<file path="src/rtl/master_bus_arbiter_pkg.sv">
// Shared definitions for the two-master bus arbiter: state encoding, default
// watchdog length and the tie-break rule.
package master_bus_arbiter_pkg;

  typedef logic [1:0] arb_state_t;

  localparam arb_state_t ARB_IDLE   = 2'd0;
  localparam arb_state_t ARB_BUSY_A = 2'd1;
  localparam arb_state_t ARB_BUSY_B = 2'd2;

  localparam int unsigned ARB_DEFAULT_TIMEOUT = 64;

  // A wins when it is the only requester, or on a tie when A has priority or B owned last.
  function automatic logic arb_pick_a(input logic req_a, input logic req_b,
                                      input logic prio_a, input logic last_owner_a);
    return req_a && (!req_b || prio_a || !last_owner_a);
  endfunction

endpackage

</file>
<file path="src/rtl/master_bus_arbiter_bus_watchdog.sv">
// Transaction watchdog: counts BUSY cycles and flags the cycle on which the
// slave has run out of time. TIMEOUT_CYCLES of zero disables it.
module master_bus_arbiter_bus_watchdog
  import master_bus_arbiter_pkg::*;
#(
  parameter int unsigned TIMEOUT_CYCLES = ARB_DEFAULT_TIMEOUT,
  parameter int unsigned CNT_W          = 8
) (
  input  logic clk,
  input  logic rst,
  input  logic clear_i,
  input  logic enable_i,
  output logic expired_o
);

  localparam logic [CNT_W-1:0] Limit =
      CNT_W'((TIMEOUT_CYCLES == 0) ? 0 : TIMEOUT_CYCLES - 1);
  localparam logic WdogOn = (TIMEOUT_CYCLES != 0);

  logic [CNT_W-1:0] cnt_q, cnt_d;

  always_comb begin
    cnt_d = cnt_q;
    if (clear_i) begin
      cnt_d = '0;
    end else if (enable_i && (cnt_q != '1)) begin
      // Saturate rather than wrap; the timeout fires long before this matters.
      cnt_d = cnt_q + 1'b1;
    end
  end

  always_ff @(posedge clk) begin
    if (rst) begin
      cnt_q <= '0;
    end else begin
      cnt_q <= cnt_d;
    end
  end

  assign expired_o = WdogOn && enable_i && (cnt_q == Limit);

endmodule

</file>
<file path="src/rtl/master_bus_arbiter.sv">
// Two-master arbiter (A = fetch, B = load/store) for the shared memory bus.
// Owns the bus for a whole transaction and aborts it if the slave never acks.
module master_bus_arbiter
  import master_bus_arbiter_pkg::*;
#(
  parameter int unsigned PRIORITY_A     = 0,
  parameter int unsigned TIMEOUT_CYCLES = ARB_DEFAULT_TIMEOUT,
  parameter int unsigned CNT_W          = 8
) (
  input  logic clk,
  input  logic rst,
  input  logic reqA,
  input  logic reqB,
  output logic grantA,
  output logic grantB,
  output logic doneA,
  output logic doneB,
  output logic errA,
  output logic errB,
  output logic useA,
  output logic slaveReq,
  input  logic slaveAck
);

  localparam logic PrioA = (PRIORITY_A != 0);

  arb_state_t state_q, state_d;
  logic       last_owner_a_q, last_owner_a_d;
  logic       use_a_q, use_a_d;

  logic busy_a, busy_b, busy;
  logic expired;
  logic finish;

  assign busy_a = (state_q == ARB_BUSY_A);
  assign busy_b = (state_q == ARB_BUSY_B);
  assign busy   = busy_a || busy_b;

  // Completion is suppressed while reset is asserted so a reset never emits a done pulse.
  assign finish = busy && !rst && (slaveAck || expired);

  master_bus_arbiter_bus_watchdog #(
    .TIMEOUT_CYCLES (TIMEOUT_CYCLES),
    .CNT_W          (CNT_W)
  ) u_watchdog (
    .clk       (clk),
    .rst       (rst),
    .clear_i   (finish),
    .enable_i  (busy),
    .expired_o (expired)
  );

  always_comb begin
    state_d        = state_q;
    last_owner_a_d = last_owner_a_q;
    use_a_d        = use_a_q;
    case (state_q)
      ARB_IDLE: begin
        if (reqA || reqB) begin
          if (arb_pick_a(reqA, reqB, PrioA, last_owner_a_q)) begin
            state_d = ARB_BUSY_A;
            use_a_d = 1'b1;
          end else begin
            state_d = ARB_BUSY_B;
            use_a_d = 1'b0;
          end
        end
      end
      ARB_BUSY_A, ARB_BUSY_B: begin
        if (finish) begin
          state_d        = ARB_IDLE;
          last_owner_a_d = busy_a;
        end
      end
      default: state_d = ARB_IDLE;
    endcase
  end

  always_ff @(posedge clk) begin
    if (rst) begin
      state_q        <= ARB_IDLE;
      last_owner_a_q <= 1'b0;
      use_a_q        <= 1'b1;
    end else begin
      state_q        <= state_d;
      last_owner_a_q <= last_owner_a_d;
      use_a_q        <= use_a_d;
    end
  end

  assign grantA   = busy_a;
  assign grantB   = busy_b;
  assign slaveReq = busy;
  assign useA     = use_a_q;
  assign doneA    = busy_a && finish;
  assign doneB    = busy_b && finish;
  assign errA     = doneA && !slaveAck;
  assign errB     = doneB && !slaveAck;

endmodule

</file>
<file path="config.mk">
export PLATFORM = sky130hd
export DESIGN_NAME = master_bus_arbiter
export DESIGN_NICKNAME = d
export VERILOG_FILES = /design/src/rtl/master_bus_arbiter_pkg.sv /design/src/rtl/master_bus_arbiter_bus_watchdog.sv /design/src/rtl/master_bus_arbiter.sv
export SDC_FILE = /design/constraint.sdc
export NUM_CORES = 1
export LEC_CHECK = 0
export ABC_AREA = 1
export ABC_CLOCK_PERIOD_IN_PS = 1800
export BUFFER_PORTS_ARGS = -buffer_cell sky130_fd_sc_hd__buf_2
export CAP_MARGIN = 15
export CORE_AREA = 8 8 46 48
export DETAILED_ROUTE_END_ITERATION = 6
export DIE_AREA = 0 0 54 56
export GPL_TIMING_DRIVEN = 0
export HOLD_SLACK_MARGIN = 0.05
export PLACE_DENSITY = 0.8
export SLEW_MARGIN = 20
export SYNTH_ARGS = -nofsm -noshare
export SYNTH_HDL_FRONTEND = slang
export SYNTH_SLANG_ARGS = --single-unit
</file>
<file path="constraint.sdc">
create_clock -name clk -period 1.8 [get_ports clk]
set_clock_uncertainty 0.1 [all_clocks]
set_input_delay 0.36 -clock clk [delete_from_list [all_inputs] [get_ports clk]]
set_output_delay 0.36 -clock clk [all_outputs]
set_load 0.05 [all_outputs]
</file>
* Yosys cells after proc, flatten, opt, wreduce, memory -nomap -nowiden
Index checks and enable logic that the tools add are counted.
** Operators by class
- $add $sub $neg :: 1
- Equal/unequal tests :: 6
- Reduce and logical (&&, ||, !) cells :: 23
- Mux-type cells :: 5
** Operators with widths (count)
- 1-bit logical AND :: 9
- 8-bit by 1-bit adder with 8-bit output (second input constant) :: 1
- 8-bit by 6-bit == test with 1-bit output (second input constant) :: 1
- 8-bit inequality test (second input constant) :: 1
- 2-bit two-way mux :: 3
- 2-bit AND reduction :: 3
- 1-bit logical NOT :: 4
- 1-bit logical OR :: 4
- 2-bit inequality test (second input constant) :: 2
- 2-bit case mux with 2 select lines :: 1
- 2-bit OR reduction :: 2
- 2-bit by 1-bit == test with 1-bit output (second input constant) :: 1
- 2-bit == test (second input constant) :: 1
- 2-bit logical NOT :: 1
- 1-bit two-way mux :: 1
** Word-level totals
- Flip-flop bits (word level) :: 12
- Input port bits :: 5
- Output and inout bits :: 8
- Word-level logic and storage cells :: 39

* Logic depth before layout (Yosys ltp)
- Word-level depth :: 7
- Mapped depth :: 10
- Depth with buffers taken out :: 10

* Cells and area by module
From an unflattened synthesis, not the netlist that was laid out.
** Unflattened totals
- Cell total of the unflattened synthesis :: 114
- Area total of the unflattened synthesis :: 769.5 um^2
** By module, submodules not included
- master_bus_arbiter_bus_watchdog :: instances 1, seq. area each 160.2 um^2, cells each 74, area each 488.0 um^2
- master_bus_arbiter :: instances 1, seq. area each 80.1 um^2, cells each 40, area each 281.5 um^2

* Worst setup path after synthesis
Ideal clock, no wire load.
- Kind :: flip-flop to output port
- From :: register state_q[0]
- To :: output errA
- Required time :: 1340 ps
- Data arrival time :: 2522 ps
- Buffers on the path :: 0
- Stages on the path, launching flop included :: 9
- Setup slack :: -1182 ps
- Cell sequence :: dfxtp_1 -> inv_1 -> ha_1 -> inv_1 -> nor2_1 -> nand2_4 -> nor2_1 -> nand2_1 -> inv_1
** On the way
- Longest elaborated chain between the ends :: 7
- Elaborated cells on any way between the ends :: 9
- Classes of those cells :: 2 x eq/ne; 7 x reduce/logical
** RTL lines
- from (decl) :: RTL line master_bus_arbiter.sv:27 : arb_state_t state_q, state_d;
- from (signal assigned) :: RTL line master_bus_arbiter.sv:85 : state_q <= state_d;
- 2-bit by 1-bit == test with 1-bit output or 2-bit == test (tied branches) :: RTL line master_bus_arbiter.sv:35, master_bus_arbiter.sv:36
- 1-bit logical OR (*) :: RTL line master_bus_arbiter.sv:37 : assign busy = busy_a || busy_b;
- via slaveReq :: RTL line master_bus_arbiter.sv:21 : output logic slaveReq,
- 1-bit logical AND :: RTL line master_bus_arbiter_bus_watchdog.sv:40 : assign expired_o = WdogOn && enable_i && (cnt_q == Limit);
- 1-bit logical OR :: RTL line master_bus_arbiter.sv:40 : assign finish = busy && !rst && (slaveAck || expired);
- 1-bit logical AND (*) :: RTL line master_bus_arbiter.sv:40
- 1-bit logical AND (*) :: RTL line master_bus_arbiter.sv:95 : assign doneA = busy_a && finish;
- via doneA :: RTL line master_bus_arbiter.sv:16 : output logic doneA,
- 1-bit logical AND (*) :: RTL line master_bus_arbiter.sv:97 : assign errA = doneA && !slaveAck;
- to (decl) :: RTL line master_bus_arbiter.sv:18 : output logic errA,
Mark *: on every way through the listed nets, which the timed path passes. The rest lies on a longest branch.

* Worst setup path in the final report
- From :: register state_q[1]
- To :: output errA
** On the way
- Longest elaborated chain between the ends :: 7
- Elaborated cells on any way between the ends :: 9
- Classes of those cells :: 2 x eq/ne; 7 x reduce/logical
** RTL lines (RTL line)
- 2-bit by 1-bit == test with 1-bit output or 2-bit == test (tied branches) :: master_bus_arbiter.sv:35, master_bus_arbiter.sv:36
- 1-bit logical OR :: master_bus_arbiter.sv:37
- 1-bit logical AND :: master_bus_arbiter_bus_watchdog.sv:40
- 1-bit logical OR :: master_bus_arbiter.sv:40
- 1-bit logical AND :: master_bus_arbiter.sv:40
- 1-bit logical AND (*) :: master_bus_arbiter.sv:95
- 1-bit logical AND (*) :: master_bus_arbiter.sv:97
Every way passes the cells marked *; elsewhere a longest branch is shown, timed or not.

==> out/summary.txt <==
Yosys warning count -> 0
Sw frac -> 0.3648
Syn Inst Count -> 101
Antenna diode count -> 0
Relative slew slack -> 0.8163
Std cell rows -> 14
Area leader, netlist -> dfxtp_1
Slowest Stage Delay on Critical Path -> 0.34 ns
Psw -> 0.3044 mW
CP Buf/Inv Count -> 4
Worst setup margin -> -0.2026 ns
Outcome -> finished with violations
RSZ-0062 raised after global routing -> yes
Final nets -> 142
Register area share after synthesis -> 0.3485
CP delay by family, top -> simple AND/OR/NAND/NOR gates
Die area -> 3024 µm²
Layout area overhead -> 50.64%
Min Hold Slack -> 0.2372 ns
Via Count -> 722
Fillers -> 105
EDFF count, synth -> 0
R2R Setup Slk -> 0.07 ns
Sequential share of power -> 0.359
Syn Nets -> 110
Post-DP Area -> 819.5 µm²
Chip height -> 56 µm
CP Cell Sequence -> inv_2 -> ha_4 -> inv_2 -> nor2_4 -> nand2_4 -> nor2_4 -> nand2_2 -> clkinvlp_4 -> buf_8
Clock power share -> 0.263
Routability cong. -> 0.8121
P_int -> 0.5299 mW
CTS buffer count -> 3
Tcrit/Tclk final -> 1.113
Max-slew violation count -> 0
Commonest cells in the netlist -> 23 x nand2_1, 19 x inv_1, 12 x dfxtp_1, 11 x a21oi_1, 9 x nor2_1
Clk root buf -> clkbuf_4
Main combinational cell family by area after synthesis -> simple AND/OR/NAND/NOR gates
Simple-Gate Fraction of Synth Area -> 0.2922
CTS Sinks -> 12
Vias/cell -> 4.878
Post-synthesis adder-cell area fraction -> 0.07260
First-pass GRT wire length -> 2691 µm
GRT Util Overall -> 0.1146
P_leak -> 0.4615 nW
Pre-antenna DRT Iters -> 4
Top cell type's share of synthesized area -> 0.3485
Worst Tran Pin Value -> 0.2727 ns
Failing checks -> setup timing
DR WL/cell -> 11.12 µm
Total gr overflow -> 0
Syn Area/Cell -> 6.826 µm²
Layout cells sized above 1 -> 0.4697
Cell depth of the worst min-delay path -> 2
Most frequent cell after synthesis -> nand2_1
CORE AREA -> 1436 µm²
Crit path capture type -> output pin
Final Cell Area -> 1039 µm²
Hpwl dp -> 1121 µm
DRC viols -> 0
Max Cap Violations -> 0
Pin count of the biggest net entering global routing -> 8
R2R depth -> 11
Max Buffers Root-to-Sink -> 2
Crit-path slowest cell -> dfxtp_2
Final Routed Wirelength -> 1646 µm
Worst-path clk slew -> 0.08 ns
Vias in the first global route -> 665
Antenna violations before repair -> 0
I/O Pins -> 13
Post-synthesis mux area share -> 0
Fin crit period -> 2.003 ns
Largest cells by area after synthesis -> dfxtp_1 35%, nand2_1 13%, inv_1 10%
DRT antenna net count -> 0
Initial Utilization -> 0.4800
HP Class -> input port to flip-flop
Main flop type after synthesis -> dfxtp_1
Peak Freq -> 499.4 MHz
Post-CTS Hold Buffers -> 0
Number of cells on the critical path -> 9
Final Hold Vio Count -> 0
Post-Syn Area -> 689.4 µm²
Final design utilization -> 0.7230
Worst Path Arrival -> 1.54 ns
Max IR drop VDD -> 586.1 µV
Compound-Gate Fraction of Synth Area -> 0.1597
Xor/xnor cell area share of the yosys netlist -> 0.01270
Die Wd -> 54 µm
Peak fanout along the critical path -> 3
H-tree levels -> 1
Flops & latches, synth -> 12
CP required -> 1.34 ns
Worst setup SP type -> flip-flop
Clock insertion delay at the later pin of the skew report -> 0.28 ns
Synth cell types -> 19
PortBufs -> 12
Logic gate share of total power -> 0.378
Worst Setup Path Type -> flip-flop to output pin
Final setup fails -> 4
Iter 0 DRT Violations -> 10
CTS tree -> yes
Share of synthesized registers carrying an async set or reset -> 0
P per Cell Area -> 803.4 nW/µm²
[stage by stage]
step / total power, mW / setup TNS (ns) / setup WS [ns] / cells
finish: 0.8343 / -0.6368 / -0.2026 / 148
global route: 0.8913 / -1.116 / -0.2967 / 148
CTS: 0.8300 / -0.6263 / -0.1798 / 144
detailed placement: 0.5639 / -0.3630 / -0.1476 / 129
global placement: 0.5566 / -0.2131 / -0.1045 / 129
floorplan: 0.5173 / -0.6084 / -0.3042 / 101
[flip-flops by register name (all words and copies together), names as in the netlist]
signal,count
last_owner_a_q,1
state_q,2
u_watchdog.cnt_q,8
useA,1
[worst paths after layout]
kind                               startpoint                          endpoint
max                   state_q[1]$_SDFFE_PP0P_                              errA
max reg2reg  u_watchdog.cnt_q[0]$_SDFFE_PP0P_  u_watchdog.cnt_q[5]$_SDFFE_PP0P_
min reg2reg  u_watchdog.cnt_q[4]$_SDFFE_PP0P_  u_watchdog.cnt_q[4]$_SDFFE_PP0P_
min                                       rst           state_q[0]$_SDFFE_PP0P_
[cells by family (layout without fill, tap and decap cells)]
kind of cell | Yosys count | count (layout)
fa+ha+maj | 4 | 4
compound gates | 19 | 19
simple gates | 44 | 44
buf+inv | 21 | 52
flops | 12 | 12
xor+xnor | 1 | 1
[cells in the final DEF, fill, tap and decap left out]
master | netlist | layout
clkbuf_4 | 0 | 3
nand4_1 | 1 | 1
ha_4 | 0 | 2
xor2_1 | 1 | 1
o21ai_1 | 1 | 1
or2_2 | 1 | 1
nand2_2 | 4 | 7
inv_1 | 19 | 13
nor2_4 | 0 | 3
nand3_4 | 0 | 1
dfxtp_1 | 12 | 6
nand2_4 | 1 | 1
nand2_1 | 23 | 20
dfxtp_2 | 0 | 6
a21oi_1 | 11 | 11
nor2_1 | 9 | 6
nand3_1 | 3 | 3
a21oi_4 | 1 | 1
ha_1 | 4 | 2
buf_8 | 0 | 4
buf_2 | 0 | 7
clkbuf_8 | 0 | 1
inv_2 | 2 | 6
a21oi_2 | 1 | 1
nand3b_1 | 1 | 1
clkinvlp_4 | 0 | 2
o21ai_0 | 5 | 5
buf_4 | 0 | 16
[power by group through the flow]
stage               logic (mW)  registers (mW)  clock network (mW)
floorplan                0.202           0.315                   0
global route             0.348           0.301               0.242
global placement         0.252           0.304                   0
finish                   0.315           0.300               0.219
CTS                      0.306           0.299               0.225
detailed placement       0.258           0.306                   0
[repair_timing]
item | 4_1_cts | 5_1_grt
setup endpoints to repair | 4 | 4
pin swaps | 7 | 3
resized for setup | 12 | 11
hold endpoints to repair | 0 | 0
buffers inserted | 11 | 4
[worst reg2reg max path: cells and delay by family (launching register included)]
family / cells / cell delay, ns
AOI/OAI and AO/OA: 2 / 0.32
adders and majority gates: 1 / 0.17
buffers and inverters: 5 / 0.55
DFF: 1 / 0.34
and+or+nand+nor: 3 / 0.19
[layer usage]
metal,wire length (µm),global-route usage,vias to the layer above
li1,-,-,374
met1,665,0.1267,330
met2,851,0.1907,13
met3,92,0.03209,5
met4,36,0.05282,0
met5,0,0,-
[area by class of cell]
cell class,count,area [µm²],share of cell area
Inverter,21,86.33,0.08313
Sequential cell,12,247.7,0.2386
Multi-Input combinational cell,68,432.9,0.4169
Clock buffer,4,36.28,0.03494
Timing Repair Buffer,27,215.2,0.2072
Tap cell,16,20.02,0.01928
No activity file was read; power rests on OpenSTA's default activity.
